`src/rtl/datapath_controller_if.sv`:
```
// Host/datapath bundle for the microcoded datapath sequencer.
// The controller sits on the slave modport; the host side (and the bench) uses master.
interface datapath_controller_if #(
    parameter int ADDR_W = 4
);
    logic              start;
    logic              cfg_we;
    logic [ADDR_W-1:0] cfg_addr;
    logic [45:0]       cfg_wdata;

    logic [3:0]        alu1_sel1, alu1_sel2, mul1_sel1, mul1_sel2;
    logic [3:0]        log1_sel1, log1_sel2, log2_sel1, log2_sel2;
    logic              alu1_op, mul1_op;
    logic [1:0]        log1_op, log2_op;
    logic              reg_log2_en, reg_log5_en, reg_alu6_en, reg_log9_en;
    logic              reg_log12_en, reg_alu13_en, reg_mul14_en;
    logic              result_en;
    logic              done_next;
    logic              busy;
    logic [ADDR_W:0]   steps;
    logic              cfg_err;

    modport master (
        output start, cfg_we, cfg_addr, cfg_wdata,
        input  alu1_sel1, alu1_sel2, mul1_sel1, mul1_sel2,
               log1_sel1, log1_sel2, log2_sel1, log2_sel2,
               alu1_op, mul1_op, log1_op, log2_op,
               reg_log2_en, reg_log5_en, reg_alu6_en, reg_log9_en,
               reg_log12_en, reg_alu13_en, reg_mul14_en,
               result_en, done_next, busy, steps, cfg_err
    );

    modport slave (
        input  start, cfg_we, cfg_addr, cfg_wdata,
        output alu1_sel1, alu1_sel2, mul1_sel1, mul1_sel2,
               log1_sel1, log1_sel2, log2_sel1, log2_sel2,
               alu1_op, mul1_op, log1_op, log2_op,
               reg_log2_en, reg_log5_en, reg_alu6_en, reg_log9_en,
               reg_log12_en, reg_alu13_en, reg_mul14_en,
               result_en, done_next, busy, steps, cfg_err
    );
endinterface

```
`src/rtl/datapath_controller.sv`:
```
// Microcoded sequencer: a writable control store played out one word per cycle
// after a start pulse, followed by a single FIN cycle that loads the result.
// The current control word is held in one register and all datapath controls
// are slices of it, so every output is registered and zero outside RUN.
module datapath_controller #(
    parameter int DEPTH  = 16,
    parameter int ADDR_W = 4
) (
    input  logic                   clk,
    input  logic                   rst,
    datapath_controller_if.slave   dp
);

    localparam int              LAST_BIT = 45;
    localparam logic [ADDR_W:0] DEPTH_W  = (ADDR_W+1)'(DEPTH);
    localparam logic [ADDR_W-1:0] LAST_PC = ADDR_W'(DEPTH - 1);
    localparam logic [ADDR_W-1:0] PC_ONE  = ADDR_W'(1'b1);

    typedef enum logic [1:0] {
        ST_IDLE = 2'd0,
        ST_RUN  = 2'd1,
        ST_FIN  = 2'd2
    } state_t;

    state_t            state_r, state_s;
    logic [45:0]       mem_r [0:(2**ADDR_W)-1];
    logic [45:0]       ctl_r, ctl_s;
    logic [ADDR_W-1:0] pc_r, pc_s, pc_inc_s;
    logic [ADDR_W:0]   steps_r, steps_s;
    logic              cfg_err_r, cfg_err_s;
    logic              result_en_r, result_en_s;
    logic              done_next_r, done_next_s;
    logic              busy_r, busy_s;
    logic              addr_ok_s, wr_accept_s, wr_drop_s, start_acc_s;
    logic [45:0]       word0_s;

    // Write acceptance and the word-0 bypass for a write landing with start
    always_comb begin
        addr_ok_s   = ({1'b0, dp.cfg_addr} < DEPTH_W);
        wr_accept_s = dp.cfg_we && addr_ok_s && (state_r == ST_IDLE);
        wr_drop_s   = dp.cfg_we && !wr_accept_s;
        pc_inc_s    = pc_r + PC_ONE;
        if (wr_accept_s && (dp.cfg_addr == {ADDR_W{1'b0}})) begin
            word0_s = dp.cfg_wdata;
        end else begin
            word0_s = mem_r[0];
        end
    end

    // Next-state and next-output logic of the sequencer
    always_comb begin
        state_s     = state_r;
        ctl_s       = {46{1'b0}};
        pc_s        = pc_r;
        steps_s     = steps_r;
        result_en_s = 1'b0;
        done_next_s = 1'b0;
        busy_s      = 1'b0;
        start_acc_s = 1'b0;
        case (state_r)
            ST_IDLE: begin
                if (dp.start) begin
                    state_s     = ST_RUN;
                    pc_s        = {ADDR_W{1'b0}};
                    ctl_s       = word0_s;
                    busy_s      = 1'b1;
                    start_acc_s = 1'b1;
                end else begin
                    state_s = ST_IDLE;
                end
            end
            ST_RUN: begin
                busy_s = 1'b1;
                if (ctl_r[LAST_BIT] || (pc_r == LAST_PC)) begin
                    state_s     = ST_FIN;
                    steps_s     = {1'b0, pc_r} + (ADDR_W+1)'(1'b1);
                    result_en_s = 1'b1;
                    done_next_s = 1'b1;
                end else begin
                    pc_s  = pc_inc_s;
                    ctl_s = mem_r[pc_inc_s];
                end
            end
            ST_FIN: begin
                state_s = ST_IDLE;
            end
            default: begin
                state_s = ST_IDLE;
            end
        endcase
        // A dropped write in the start cycle stays flagged rather than lost
        cfg_err_s = wr_drop_s | (cfg_err_r & ~start_acc_s);
    end

    // Control store: not reset, so programs survive rst
    always_ff @(posedge clk) begin
        if (wr_accept_s) begin
            mem_r[dp.cfg_addr] <= dp.cfg_wdata;
        end
    end

    // Sequencer state and registered outputs; reset aborts a run silently
    always_ff @(posedge clk or posedge rst) begin
        if (rst) begin
            state_r     <= ST_IDLE;
            ctl_r       <= {46{1'b0}};
            pc_r        <= {ADDR_W{1'b0}};
            steps_r     <= {(ADDR_W+1){1'b0}};
            cfg_err_r   <= 1'b0;
            result_en_r <= 1'b0;
            done_next_r <= 1'b0;
            busy_r      <= 1'b0;
        end else begin
            state_r     <= state_s;
            ctl_r       <= ctl_s;
            pc_r        <= pc_s;
            steps_r     <= steps_s;
            cfg_err_r   <= cfg_err_s;
            result_en_r <= result_en_s;
            done_next_r <= done_next_s;
            busy_r      <= busy_s;
        end
    end

    assign dp.reg_log2_en  = ctl_r[0];
    assign dp.reg_log5_en  = ctl_r[1];
    assign dp.reg_alu6_en  = ctl_r[2];
    assign dp.reg_log9_en  = ctl_r[3];
    assign dp.reg_log12_en = ctl_r[4];
    assign dp.reg_alu13_en = ctl_r[5];
    assign dp.reg_mul14_en = ctl_r[6];
    assign dp.alu1_sel1    = ctl_r[10:7];
    assign dp.alu1_sel2    = ctl_r[14:11];
    assign dp.alu1_op      = ctl_r[15];
    assign dp.mul1_sel1    = ctl_r[19:16];
    assign dp.mul1_sel2    = ctl_r[23:20];
    assign dp.mul1_op      = ctl_r[24];
    assign dp.log1_sel1    = ctl_r[28:25];
    assign dp.log1_sel2    = ctl_r[32:29];
    assign dp.log1_op      = ctl_r[34:33];
    assign dp.log2_sel1    = ctl_r[38:35];
    assign dp.log2_sel2    = ctl_r[42:39];
    assign dp.log2_op      = ctl_r[44:43];
    assign dp.result_en    = result_en_r;
    assign dp.done_next    = done_next_r;
    assign dp.busy         = busy_r;
    assign dp.steps        = steps_r;
    assign dp.cfg_err      = cfg_err_r;

endmodule

```
`src/flat_wrapper.sv`:
```
// flat-port wrapper written by rule: the top's interface ports become plain ports
module datapath_controller_flat 
#(
    parameter int DEPTH  = 16,
    parameter int ADDR_W = 4
)
  (clk, rst, dp_start, dp_cfg_we, dp_cfg_addr, dp_cfg_wdata, dp_alu1_sel1, dp_alu1_sel2, dp_mul1_sel1, dp_mul1_sel2, dp_log1_sel1, dp_log1_sel2, dp_log2_sel1, dp_log2_sel2, dp_alu1_op, dp_mul1_op, dp_log1_op, dp_log2_op, dp_reg_log2_en, dp_reg_log5_en, dp_reg_alu6_en, dp_reg_log9_en, dp_reg_log12_en, dp_reg_alu13_en, dp_reg_mul14_en, dp_result_en, dp_done_next, dp_busy, dp_steps, dp_cfg_err);
  datapath_controller_if #(.ADDR_W(ADDR_W)) dp_i ();
  input  logic clk;
  input  logic rst;
  input wire logic [$bits(dp_i.start)-1:0] dp_start;
  input wire logic [$bits(dp_i.cfg_we)-1:0] dp_cfg_we;
  input wire logic [$bits(dp_i.cfg_addr)-1:0] dp_cfg_addr;
  input wire logic [$bits(dp_i.cfg_wdata)-1:0] dp_cfg_wdata;
  output wire logic [$bits(dp_i.alu1_sel1)-1:0] dp_alu1_sel1;
  output wire logic [$bits(dp_i.alu1_sel2)-1:0] dp_alu1_sel2;
  output wire logic [$bits(dp_i.mul1_sel1)-1:0] dp_mul1_sel1;
  output wire logic [$bits(dp_i.mul1_sel2)-1:0] dp_mul1_sel2;
  output wire logic [$bits(dp_i.log1_sel1)-1:0] dp_log1_sel1;
  output wire logic [$bits(dp_i.log1_sel2)-1:0] dp_log1_sel2;
  output wire logic [$bits(dp_i.log2_sel1)-1:0] dp_log2_sel1;
  output wire logic [$bits(dp_i.log2_sel2)-1:0] dp_log2_sel2;
  output wire logic [$bits(dp_i.alu1_op)-1:0] dp_alu1_op;
  output wire logic [$bits(dp_i.mul1_op)-1:0] dp_mul1_op;
  output wire logic [$bits(dp_i.log1_op)-1:0] dp_log1_op;
  output wire logic [$bits(dp_i.log2_op)-1:0] dp_log2_op;
  output wire logic [$bits(dp_i.reg_log2_en)-1:0] dp_reg_log2_en;
  output wire logic [$bits(dp_i.reg_log5_en)-1:0] dp_reg_log5_en;
  output wire logic [$bits(dp_i.reg_alu6_en)-1:0] dp_reg_alu6_en;
  output wire logic [$bits(dp_i.reg_log9_en)-1:0] dp_reg_log9_en;
  output wire logic [$bits(dp_i.reg_log12_en)-1:0] dp_reg_log12_en;
  output wire logic [$bits(dp_i.reg_alu13_en)-1:0] dp_reg_alu13_en;
  output wire logic [$bits(dp_i.reg_mul14_en)-1:0] dp_reg_mul14_en;
  output wire logic [$bits(dp_i.result_en)-1:0] dp_result_en;
  output wire logic [$bits(dp_i.done_next)-1:0] dp_done_next;
  output wire logic [$bits(dp_i.busy)-1:0] dp_busy;
  output wire logic [$bits(dp_i.steps)-1:0] dp_steps;
  output wire logic [$bits(dp_i.cfg_err)-1:0] dp_cfg_err;
  assign dp_i.start = dp_start;
  assign dp_i.cfg_we = dp_cfg_we;
  assign dp_i.cfg_addr = dp_cfg_addr;
  assign dp_i.cfg_wdata = dp_cfg_wdata;
  assign dp_alu1_sel1 = dp_i.alu1_sel1;
  assign dp_alu1_sel2 = dp_i.alu1_sel2;
  assign dp_mul1_sel1 = dp_i.mul1_sel1;
  assign dp_mul1_sel2 = dp_i.mul1_sel2;
  assign dp_log1_sel1 = dp_i.log1_sel1;
  assign dp_log1_sel2 = dp_i.log1_sel2;
  assign dp_log2_sel1 = dp_i.log2_sel1;
  assign dp_log2_sel2 = dp_i.log2_sel2;
  assign dp_alu1_op = dp_i.alu1_op;
  assign dp_mul1_op = dp_i.mul1_op;
  assign dp_log1_op = dp_i.log1_op;
  assign dp_log2_op = dp_i.log2_op;
  assign dp_reg_log2_en = dp_i.reg_log2_en;
  assign dp_reg_log5_en = dp_i.reg_log5_en;
  assign dp_reg_alu6_en = dp_i.reg_alu6_en;
  assign dp_reg_log9_en = dp_i.reg_log9_en;
  assign dp_reg_log12_en = dp_i.reg_log12_en;
  assign dp_reg_alu13_en = dp_i.reg_alu13_en;
  assign dp_reg_mul14_en = dp_i.reg_mul14_en;
  assign dp_result_en = dp_i.result_en;
  assign dp_done_next = dp_i.done_next;
  assign dp_busy = dp_i.busy;
  assign dp_steps = dp_i.steps;
  assign dp_cfg_err = dp_i.cfg_err;
  datapath_controller #(.DEPTH(DEPTH), .ADDR_W(ADDR_W)) u_core (.clk(clk), .rst(rst), .dp(dp_i));
endmodule
```
`config.mk`:
```
export PLATFORM = sky130hd
export DESIGN_NAME = datapath_controller_flat
export DESIGN_NICKNAME = d
export VERILOG_FILES = /design/src/rtl/datapath_controller_if.sv /design/src/rtl/datapath_controller.sv /design/src/flat_wrapper.sv
export SDC_FILE = /design/constraint.sdc
export NUM_CORES = 1
export LEC_CHECK = 0
export ABC_AREA = 1
export BUFFER_PORTS_ARGS = -buffer_cell sky130_fd_sc_hd__buf_2
export CORE_UTILIZATION = 60
export DETAILED_ROUTE_END_ITERATION = 6
export GPL_TIMING_DRIVEN = 0
export PLACE_DENSITY = 0.77
export SYNTH_ARGS = -nofsm -noshare
export SYNTH_HDL_FRONTEND = slang
export SYNTH_SLANG_ARGS = --single-unit
```
`constraint.sdc`:
```
create_clock -name clk -period 5.5 [get_ports clk]
set_input_delay 0.55 -clock clk [delete_from_list [all_inputs] [get_ports clk]]
set_output_delay 0.55 -clock clk [all_outputs]
set_load 0.02 [all_outputs]
```
==> impl_metrics.env <==
export IMPL_status="complete, no violations"
export IMPL_cts_buffer_depth=3
export IMPL_netlist_area_um2=32460
export IMPL_num_rows=84
export IMPL_routed_via_count=22928
export IMPL_cp_start_kind="register"
export IMPL_synth_cell_types=18
export IMPL_portBuffers=107
export IMPL_worstPathRequired_ps=5800
export IMPL_synth_nets=2891
export IMPL_power_leakage_nw=14.36
export IMPL_ant_nets=0
export IMPL_worst_setup_path_type="reg -> reg"
export IMPL_grt_pass1_vias=22637
export IMPL_grt_max_degree=56
export IMPL_synth_compound_area_share_pct=0.8364
export IMPL_power_density_nw_per_um2=530.3
export IMPL_wl_mm=87.78
export IMPL_hold_violations=0
export IMPL_arrival_ps=2970
export IMPL_io_pin_count=108
export IMPL_drive_above_1_share_pct=14.21
export IMPL_vias_per_cell=6.043
export IMPL_syn2layout_area_growth_pct=13.87
export IMPL_synth_seq_cells=796
export IMPL_track_usage_pct=32.37
export IMPL_die_w_um=234.6
export IMPL_synth_fa_ha_area_share_pct=0.03855
export IMPL_worstMarginPinSlew_ps=964.9
export IMPL_hold_class="in -> reg"
export IMPL_drtIter0Drc=2966
export IMPL_wl_per_cell_um=23.14
export IMPL_nets=3097
export IMPL_finalCritPeriodShare_pct=48.61
export IMPL_cts_resized=0
export IMPL_n_fill_cell=3548
export IMPL_synth_mux_area_share_pct=0
export IMPL_relSlewSlack_pct=35.67
export IMPL_cts_buffers=78
export IMPL_die_area_um2=55030
export IMPL_coreArea_um2=52970
export IMPL_grt_pass1_wl_mm=131.1
export IMPL_dr_pass1_iters=6
export IMPL_fp_dieH_um=234.6
export IMPL_place_area_um2=34350
export IMPL_fin_cells=3794
export IMPL_drv_slew=0
export IMPL_synth_seq_area_share_pct=72.71
export IMPL_drcViolationCount=0
export IMPL_initial_utilization_pct=61.28
export IMPL_setup_viol=0
export IMPL_place_inst=3649
export IMPL_htree_num_levels=3
export IMPL_numClockSinks=796
export IMPL_synth_xor_area_share_pct=0.05011
export IMPL_synth_top_family_by_area="simple AND/OR/NAND/NOR gates"
export IMPL_cts_root_buffer="clkbuf_16"
export IMPL_gr_total_overflow=0
export IMPL_synthSimpleGateAreaFrac_pct=22.51
export IMPL_finalSetupTns_ps=0
export IMPL_routabilityCongestion=0.8722
export IMPL_syn_avg_cell_area_um2=11.45
export IMPL_dp_hpwl_mm=55.52
export IMPL_fin_crit_ps=2674
export IMPL_antenna_found_initial=0
export IMPL_final_area_um2=36960
export IMPL_fin_skew_ps=13.50
export IMPL_end_kind="register"
export IMPL_ys_warnings_count=0
export IMPL_cts_tree="yes"
export IMPL_max_cap_violations=0
export IMPL_max_freq_ghz=0.3740
export IMPL_hold_ws_ps=213.0
export IMPL_worst_path_max_fanout=25
export IMPL_clock_latency_ps=630
export IMPL_clkTransAtPathRegs_ps=60
export IMPL_peakVddDrop_v=0.0003083
export IMPL_post_cts_buffers=0
export IMPL_rsz0062_at_grt="no"
export IMPL_syn_instance_count=2836
stage by stage:
step	setup slack (ps)	total power, W	util [%]
global placement	86.80	0.01376	63.91
floorplan	2213	0.01165	-
finish	2826	0.01960	69.78
detailed placement	2387	0.01402	64.84
global route	2779	0.02045	69.77
CTS	2495	0.01944	69.77
worst paths after layout:
kind	startpoint	endpoint	slack, ps	depth (start not counted)
setup / recovery	u_core.state_r[1]$_DFFE_PP0P_	u_core.mem_r[6][16]$_DFFE_PP_	2830	6
hold / removal	dp_cfg_we	u_core.dp.cfg_err$_DFF_PP0_	210	3
setup reg to reg	u_core.state_r[1]$_DFFE_PP0P_	u_core.mem_r[6][16]$_DFFE_PP_	2830	6
hold reg to reg	u_core.dp.steps[4]$_DFFE_PP0P_	u_core.dp.steps[4]$_DFFE_PP0P_	480	2
max in group asynchronous	rst	u_core.ctl_r[34]$_DFF_PP0_	4500	4
min in group asynchronous	rst	u_core.ctl_r[6]$_DFF_PP0_	400	3
worst max-delay path, stage by stage, from the launching register on:
cell and delay, ps:
dfrtp_1 390, nor2_1 180, nand2_1 120, inv_2 110
nand3_1 370, nor2_4 850, buf_12 280
cell type report:
cell class / count / area [um^2] / share of cell area, %
repair buffers: 126 / 920.9 / 2.491
clock buffers: 115 / 2295 / 6.208
diodes: 2 / 5.005 / 0.01354
well taps: 688 / 860.8 / 2.329
flip-flops and latches: 796 / 23600 / 63.85
multi-input cells: 1812 / 7721 / 20.89
clock inverters: 27 / 304.0 / 0.8226
inverters: 18 / 70.07 / 0.1896
plain buffers: 210 / 1184 / 3.202
cells in the mapped netlist:
cell type | number | share of area, %
nor2_2 | 1 | 0.019
o22ai_1 | 1 | 0.019
dfrtp_1 | 60 | 4.6
nand2_1 | 1080 | 12
edfxtp_1 | 736 | 68
nor2_1 | 113 | 1.3
inv_2 | 7 | 0.081
buf_1 | 3 | 0.035
ha_1 | 1 | 0.039
or2_2 | 1 | 0.019
nand3_2 | 2 | 0.062
nand3_1 | 559 | 8.6
xor2_2 | 1 | 0.050
inv_1 | 11 | 0.13
o21ai_0 | 53 | 0.82
buf_2 | 107 | 1.6
clkbuf_1 | 31 | 0.36
buf_4 | 69 | 1.6
power by group:
part / switching, W / total (W) / internal [W]
clock: 0.00221 / 0.00543 / 0.00321
sequential: 0.0000957 / 0.00698 / 0.00689
combinational: 0.00509 / 0.00719 / 0.00210
metal layers:
metal  global-route usage, %  part of all wire (%)  routed length [um]  vias up
li1                        -                     -                   -    10157
met1                   42.33                    37               32580    10987
met2                   51.86                    48               41790     1533
met3                   6.989                    11                9835      251
met4                   15.71                   4.1                3573        0
met5                       0                     0                   0        -
cell usage in the layout, fill, tap and decap left out, types with 51 or more instances in the layout:
master     count
clkbuf_1      51
dfrtp_1       60
nand2_1     1080
buf_4         70
nand3_1      559
edfxtp_1     736
o21ai_0       53
nor2_1        98
buf_2        213
clkbuf_16     81
sequential cells by signal, indices dropped and copies added, names as in the netlist:
register,cells
u_core.ctl_r,46
u_core.dp.busy,1
u_core.dp.cfg_err,1
u_core.dp.result_en,1
u_core.dp.steps,5
u_core.mem_r,736
u_core.pc_r,4
u_core.state_r,2
logic make-up after synthesis:
family | Yosys count
buf+inv | 228
compound gates | 54
flops | 796
fa+ha+maj | 1
xor+xnor | 1
simple gates | 1756
timing repair:
item                       CTS  global route
setup endpoints to repair    0             0
hold endpoints to repair    11             0
hold buffers                 1             0
(Power assumes the default switching activity.)
